$ cat config.mk
export PLATFORM = sky130hd
export DESIGN_NAME = mod_reduce_512_flat
export DESIGN_NICKNAME = d
export VERILOG_FILES = /design/src/rtl/mod_reduce_pkg.sv /design/src/rtl/mod_reduce_if.sv /design/src/rtl/mod_reduce_step.sv /design/src/rtl/mod_reduce_512.sv /design/src/flat_wrapper.sv
export SDC_FILE = /design/constraint.sdc
export NUM_CORES = 2
export LEC_CHECK = 0
export BUFFER_PORTS_ARGS = -buffer_cell sky130_fd_sc_hd__buf_2
export CAP_MARGIN = 10
export CORE_AREA = 2 2 403 405
export CTS_BUF_LIST = sky130_fd_sc_hd__clkbuf_4 sky130_fd_sc_hd__clkbuf_8
export DETAILED_ROUTE_END_ITERATION = 7
export DIE_AREA = 0 0 405 407
export PLACE_DENSITY = 0.78
export SLEW_MARGIN = 20
export SYNTH_ARGS = -nofsm -noshare
export SYNTH_HDL_FRONTEND = slang
export SYNTH_SLANG_ARGS = --single-unit
$ cat constraint.sdc
create_clock -name clk -period 51.7 [get_ports clk]
set_clock_uncertainty 0.2 [all_clocks]
set_input_delay 10.34 -clock clk [delete_from_list [all_inputs] [get_ports clk]]
set_output_delay 10.34 -clock clk [all_outputs]
set_load 0.005 [all_outputs]
$ cat src/rtl/mod_reduce_pkg.sv
// Shared constants and types for the bit-serial 512-to-256-bit modular reducer.
package mod_reduce_pkg;

  localparam int MR_WIDTH      = 256;
  localparam int MR_PROD_WIDTH = 2 * MR_WIDTH;
  localparam int MR_CNT_W      = 10;

  typedef enum logic [1:0] {
    IDLE,
    RUN,
    FIN
  } mr_state_e;

endpackage : mod_reduce_pkg

$ cat src/rtl/mod_reduce_if.sv
// Request/response bundle between the multiplier side and the modular reducer.
interface mod_reduce_if;
  import mod_reduce_pkg::*;

  logic                     update;
  logic [MR_PROD_WIDTH-1:0] product;
  logic [MR_WIDTH-1:0]      modulus;
  logic [MR_WIDTH-1:0]      result;
  logic                     done;
  logic                     err;

  modport master (
    output update, product, modulus,
    input  result, done, err
  );

  modport slave (
    input  update, product, modulus,
    output result, done, err
  );

endinterface : mod_reduce_if

$ cat src/rtl/mod_reduce_step.sv
// One restoring-reduction step: shift in a dividend bit, then subtract n if the
// 257-bit partial remainder reaches it.
module mod_reduce_step #(
  parameter int WIDTH = 256
) (
  input  logic [WIDTH-1:0] r_i,
  input  logic             bit_i,
  input  logic [WIDTH-1:0] n_i,
  output logic [WIDTH-1:0] r_o
);

  logic [WIDTH:0] t;
  logic           ge;

  assign t  = {r_i, bit_i};
  assign ge = (t >= {1'b0, n_i});

  // The true difference is below n, so the low WIDTH bits of a WIDTH-bit
  // subtraction are exact and the carry-out bit can be dropped.
  assign r_o = ge ? (t[WIDTH-1:0] - n_i) : t[WIDTH-1:0];

endmodule : mod_reduce_step

$ cat src/rtl/mod_reduce_512.sv
// Sequential product mod n reducer, one product bit per clock.
// Define MODRED_PRELOAD_EN to skip the upper-half iterations when product[511:256] < n.
module mod_reduce_512
  import mod_reduce_pkg::*;
(
  input logic         clk,
  input logic         rst,
  mod_reduce_if.slave bus_if
);

  mr_state_e                state_q, state_d;
  logic                     update_q;
  logic [MR_PROD_WIDTH-1:0] shift_q, shift_d;
  logic [MR_WIDTH-1:0]      n_q, n_d;
  logic [MR_WIDTH-1:0]      r_q, r_d;
  logic [MR_WIDTH-1:0]      result_q, result_d;
  logic [MR_CNT_W-1:0]      cnt_q, cnt_d;
  logic                     done_q, done_d;
  logic                     err_q, err_d;
  logic                     zero_pend_q, zero_pend_d;

  logic                     capture;
  logic                     mod_zero;
  logic                     preload;
  logic                     last_step;
  logic [MR_WIDTH-1:0]      prod_hi, prod_lo;
  logic [MR_WIDTH-1:0]      r_step;

  assign capture   = bus_if.update & ~update_q;
  assign mod_zero  = (bus_if.modulus == '0);
  assign prod_hi   = bus_if.product[MR_PROD_WIDTH-1:MR_WIDTH];
  assign prod_lo   = bus_if.product[MR_WIDTH-1:0];
  assign last_step = (cnt_q == MR_CNT_W'(1));

`ifdef MODRED_PRELOAD_EN
  // Upper half already reduced: start from it and only walk the lower half.
  assign preload = (prod_hi < bus_if.modulus);
`else
  assign preload = 1'b0;
`endif

  mod_reduce_step #(
    .WIDTH (MR_WIDTH)
  ) u_step (
    .r_i   (r_q),
    .bit_i (shift_q[MR_PROD_WIDTH-1]),
    .n_i   (n_q),
    .r_o   (r_step)
  );

  // State register
  // NOTE: clocked state uses non-blocking assignments so every flop samples
  // pre-edge values regardless of block ordering.
  always_ff @(posedge clk or posedge rst) begin
    if (rst) state_q <= IDLE;
    else     state_q <= state_d;
  end

  // Next-state logic
  always_comb begin
    state_d = state_q;
    if (capture) begin
      state_d = mod_zero ? FIN : RUN;
    end else begin
      unique case (state_q)
        IDLE:    state_d = IDLE;
        RUN:     state_d = last_step ? FIN : RUN;
        FIN:     state_d = FIN;
        default: state_d = IDLE;
      endcase
    end
  end

  // Datapath and output next-state logic
  always_comb begin
    // NOTE: every target gets a hold default first, so no path infers a latch.
    shift_d     = shift_q;
    n_d         = n_q;
    r_d         = r_q;
    cnt_d       = cnt_q;
    result_d    = result_q;
    done_d      = done_q;
    err_d       = err_q;
    zero_pend_d = zero_pend_q;

    if (capture) begin
      n_d         = bus_if.modulus;
      done_d      = 1'b0;
      err_d       = 1'b0;
      zero_pend_d = mod_zero;
      if (preload) begin
        r_d     = prod_hi;
        shift_d = {prod_lo, {MR_WIDTH{1'b0}}};
        cnt_d   = MR_CNT_W'(MR_WIDTH);
      end else begin
        r_d     = '0;
        shift_d = bus_if.product;
        cnt_d   = MR_CNT_W'(MR_PROD_WIDTH);
      end
    end else begin
      unique case (state_q)
        RUN: begin
          r_d     = r_step;
          shift_d = shift_q << 1;
          cnt_d   = cnt_q - MR_CNT_W'(1);
          if (last_step) begin
            result_d = r_step;
            done_d   = 1'b1;
          end
        end
        FIN: begin
          // A zero modulus reports one edge after capture, then holds.
          if (zero_pend_q) begin
            result_d    = '0;
            done_d      = 1'b1;
            err_d       = 1'b1;
            zero_pend_d = 1'b0;
          end
        end
        default: ;
      endcase
    end
  end

  always_ff @(posedge clk or posedge rst) begin
    if (rst) begin
      update_q    <= 1'b0;
      shift_q     <= '0;
      n_q         <= '0;
      r_q         <= '0;
      cnt_q       <= '0;
      result_q    <= '0;
      done_q      <= 1'b0;
      err_q       <= 1'b0;
      zero_pend_q <= 1'b0;
    end else begin
      update_q    <= bus_if.update;
      shift_q     <= shift_d;
      n_q         <= n_d;
      r_q         <= r_d;
      cnt_q       <= cnt_d;
      result_q    <= result_d;
      done_q      <= done_d;
      err_q       <= err_d;
      zero_pend_q <= zero_pend_d;
    end
  end

  assign bus_if.result = result_q;
  assign bus_if.done   = done_q;
  assign bus_if.err    = err_q;

endmodule : mod_reduce_512

$ cat src/flat_wrapper.sv
// flat-port wrapper written by rule: the top's interface ports become plain ports
module mod_reduce_512_flat import mod_reduce_pkg::*;
  (clk, rst, bus_if_update, bus_if_product, bus_if_modulus, bus_if_result, bus_if_done, bus_if_err);
  mod_reduce_if bus_if_i ();
  input logic clk;
  input logic rst;
  input wire logic [$bits(bus_if_i.update)-1:0] bus_if_update;
  input wire logic [$bits(bus_if_i.product)-1:0] bus_if_product;
  input wire logic [$bits(bus_if_i.modulus)-1:0] bus_if_modulus;
  output wire logic [$bits(bus_if_i.result)-1:0] bus_if_result;
  output wire logic [$bits(bus_if_i.done)-1:0] bus_if_done;
  output wire logic [$bits(bus_if_i.err)-1:0] bus_if_err;
  assign bus_if_i.update = bus_if_update;
  assign bus_if_i.product = bus_if_product;
  assign bus_if_i.modulus = bus_if_modulus;
  assign bus_if_result = bus_if_i.result;
  assign bus_if_done = bus_if_i.done;
  assign bus_if_err = bus_if_i.err;
  mod_reduce_512 u_core (.clk(clk), .rst(rst), .bus_if(bus_if_i));
endmodule
==> results.json <==
{
  "route.met3.wl_um": 21600,
  "max_slew_margin_pct": 18.5,
  "fillers": 14700,
  "wirelength_met1_um": 107000,
  "critPathBufInv": 6,
  "first_pass_iters": 6,
  "grt_pass1_vias": 66600,
  "rr_worst_depth": 16,
  "critPathSlowestCell": "buf_4",
  "layoutNonFillerInstCount": 11800,
  "critPathLaunchType": "input port",
  "reg2reg_from": "u_core.r_q[101]",
  "clock-sinks": 1296,
  "r2r_end": "u_core.r_q[51]",
  "cpPeakStageDelay_ps": 860,
  "drv_cap": 0,
  "routed.top_layer": "met5",
  "ys_warn_count": 0,
  "numCtsBuffers": 216,
  "grt_start_max_net_pins": 270,
  "track_usage_pct": 32.0,
  "path_delay_family": "buffers and inverters",
  "clk_latency_ps": 1000,
  "synth.area.mux_share_pct": 7.88,
  "rsz0062_at_grt": "false",
  "synth_cell_types": 106,
  "min_to": "u_core.bus_if.result[90]",
  "hold_viol": 0,
  "vias": 69000,
  "die_h_um": 407,
  "cts_resized": 0,
  "rrSetupSlack_ps": 44120,
  "crit_fanout": 191,
  "synthAdderAreaFrac_pct": 4.38,
  "coreArea_mm2": 0.160,
  "worst_pin_slew_ps": 1210,
  "synth-edff-count": 0,
  "synth_top_family_by_area": "compound AO/OA/AOI/OAI gates",
  "p_per_area_mw_per_mm2": 69.3,
  "boundaryPins": 1029,
  "status": "finished, final reports clean",
  "synth_xor_area_share_pct": 2.94,
  "wl_um": 272000,
  "critPathCaptureType": "flip-flop",
  "cp-startpoint": "bus_if_update",
  "ys_seq_elements": 1296,
  "critPathKind": "input port to flip-flop",
  "path_common_cell": "buf_4",
  "drive_gt1_share_pct": 16.3,
  "grt_first_pass_wirelength_um": 403000,
  "die_w_um": 405,
  "drc": 0,
  "fmax_ghz": 0.0690,
  "ant_nets": 0,
  "die_area_mm2": 0.165,
  "drv_slew": 0,
  "wl_per_cell_um": 23.0,
  "multiInputGateArea_mm2": 0.0384,
  "ctsRootBufferMaster": "clkbuf_8",
  "h-tree-depth": 4,
  "cts_tree": "yes",
  "antenna_found_initial": 82,
  "place_congestion": 1.00,
  "netlist_area_mm2": 0.0747,
  "irDropWorstVdd_mv": 0.0384,
  "grt-ovfl-total": 0,
  "synth_simple_gate_area_share_pct": 14.9,
  "postCtsSetupRepairBufs": 0,
  "clkTransAtPathRegs_ps": 60,
  "critPathRequiredTime_ps": 52310,
  "dp_cells": 11400,
  "p_leak_nw": 41.8,
  "cp_cell_sequence": "buf_2 > nor2b_4 > buf_12 > buf_4 > buf_4 > buf_4 > buf_4 > o21ai_0",
  "initial_core_util_pct": 46.6,
  "rows": 147,
  "whs_ps": 276,
  "ctsHoldBuffers": 0,
  "setup-tns-final_ps": 0,
  "post-place-ws_ps": 36230,
  "synthCells": 8741,
  "async_flop_share_pct": 100,
  "min_period_over_period_pct": 28.0,
  "hpwl_um": 210000,
  "regArea_mm2": 0.0324,
  "ys_seq_area_share_pct": 43.4,
  "synth_nets": 9773,
  "arrival_ps": 15090,
  "avgSynthCellArea_um2": 8.54,
  "setup_ws_ps": 37210,
  "vias_per_cell": 5.83,
  "min_period_ps": 14490,
  "clockBufferDepth": 3,
  "syn_to_final_growth_pct": 14.7,
  "setup_violations": 0,
  "drt_iter0_markers": 7069,
  "hold_start": "u_core.bus_if.result[90]",
  "hold_depth": 2,
  "wl_met2_um": 126000,
  "hp-class": "flip-flop to flip-flop",
  "nets": 10500,
  "synth_ff_type": "dfrtp_1",
  "synth_compound_area_share_pct": 21.2,
  "portBuffers": 1028
}
==> worst min-delay path, stage by stage (launching register included) <==
cell     delay [ps]
dfrtp_1         340
nand2_1          50
o21ai_0          60
==> worst max path at each step <==
| stage | end | slack, ps | cells past startpoint |
|---|---|---|---|
| floorplan | u_core.bus_if.done | 4630 | 1 |
| global placement | u_core.bus_if.result[162] | 36350 | 7 |
| detailed placement | u_core.bus_if.result[162] | 36230 | 7 |
| CTS | u_core.bus_if.done | 37300 | 7 |
| global route | u_core.n_q[194] | 36730 | 7 |
| finish | u_core.shift_q[332] | 37210 | 8 |
==> metal layers <==
metal  vias to the layer above  global-route usage (%)
li1                      32100                       -
met1                     33300                    39.7
met2                      2840                    51.3
met3                       686                    7.23
met4                        68                    18.8
met5                         -                       0
==> power by group <==
part	internal (mW)	switching [mW]	leakage [nW]
Clock	0.571	0.449	2.57
Combinational	1.15	2.11	23.2
Sequential	1.40	0.261	16.0
Total	3.12	2.82	41.8
==> state kept, by name, summed over array words and instances (netlist names) <==
signal,cells
u_core.bus_if.done,1
u_core.bus_if.err,1
u_core.bus_if.result,256
u_core.cnt_q,10
u_core.n_q,256
u_core.r_q,256
u_core.shift_q,512
u_core.state_q,2
u_core.update_q,1
u_core.zero_pend_q,1
==> cells by family after synthesis <==
group | count (synthesis)
compound gates | 2787
xor+xnor | 251
fa+ha+maj | 261
buf+inv | 983
flops | 1296
mux | 588
simple gates | 2575
==> through the flow <==
step / util (%) / instance area, um2 / total power, mW
5_1_grt: 53.5 / 85700 / 6.31
3_5_place_dp: 50.4 / 80700 / 4.85
4_1_cts: 53.4 / 85600 / 5.88
2_1_floorplan: - / 74700 / 3.78
6_report: 53.5 / 85700 / 5.94
3_3_place_gp: 50.4 / 80700 / 4.79
==> synth_stat cells (all sizes together) (77+ instances only) <==
library cell | number | share of area, %
o21ai | 1542 | 10
nand2 | 1532 | 7.7
dfrtp | 1296 | 43
a21oi | 607 | 4.1
mux2i | 587 | 7.9
clkbuf | 470 | 2.4
nor2 | 466 | 2.4
inv | 395 | 2.0
ha | 260 | 4.4
nand4 | 207 | 1.8
a211oi | 180 | 1.8
xnor2 | 166 | 1.9
o21bai | 120 | 1.2
buf | 117 | 0.85
nor4 | 98 | 0.86
xor2 | 85 | 1.0
nor3 | 77 | 0.52
==> area by class of cell <==
| class | count | area share (%) |
|---|---|---|
| timing repair buffer | 1099 | 6.70 |
| multi-input combinational | 6462 | 44.8 |
| clock inverter | 57 | 0.816 |
| clock buffer | 332 | 4.85 |
| tap | 2160 | 3.15 |
| sequential | 1296 | 37.8 |
| antenna | 34 | 0.0993 |
| inverter | 395 | 1.74 |
==> cells in the final DEF (no fill, tap or decap), types with 13 or more instances in the layout <==
cell | Yosys | routed
a211oi_1 | 176 | 176
a21boi_0 | 17 | 17
a21o_1 | 69 | 69
a21oi_1 | 604 | 604
a31oi_1 | 27 | 27
and2_1 | 19 | 19
and3_1 | 16 | 16
and4_1 | 13 | 13
buf_2 | 74 | 1028
buf_4 | 11 | 65
clkbuf_4 | 0 | 66
clkbuf_8 | 5 | 266
clkinv_2 | 0 | 26
dfrtp_1 | 1296 | 1296
diode_2 | 0 | 34
ha_1 | 260 | 259
inv_1 | 395 | 393
mux2i_1 | 587 | 587
nand2_1 | 1530 | 1530
nand2b_1 | 21 | 20
nand3_1 | 37 | 36
nand4_1 | 206 | 206
nor2_1 | 465 | 464
nor2b_1 | 21 | 20
nor3_1 | 76 | 76
nor4_1 | 95 | 92
o211ai_1 | 14 | 14
o21a_1 | 44 | 44
o21ai_0 | 1473 | 1472
o21ai_1 | 66 | 67
o21bai_1 | 119 | 119
o31ai_1 | 44 | 44
or2_2 | 23 | 23
or3_1 | 17 | 17
xnor2_1 | 166 | 166
xor2_1 | 85 | 85
(Power assumes the default switching activity.)
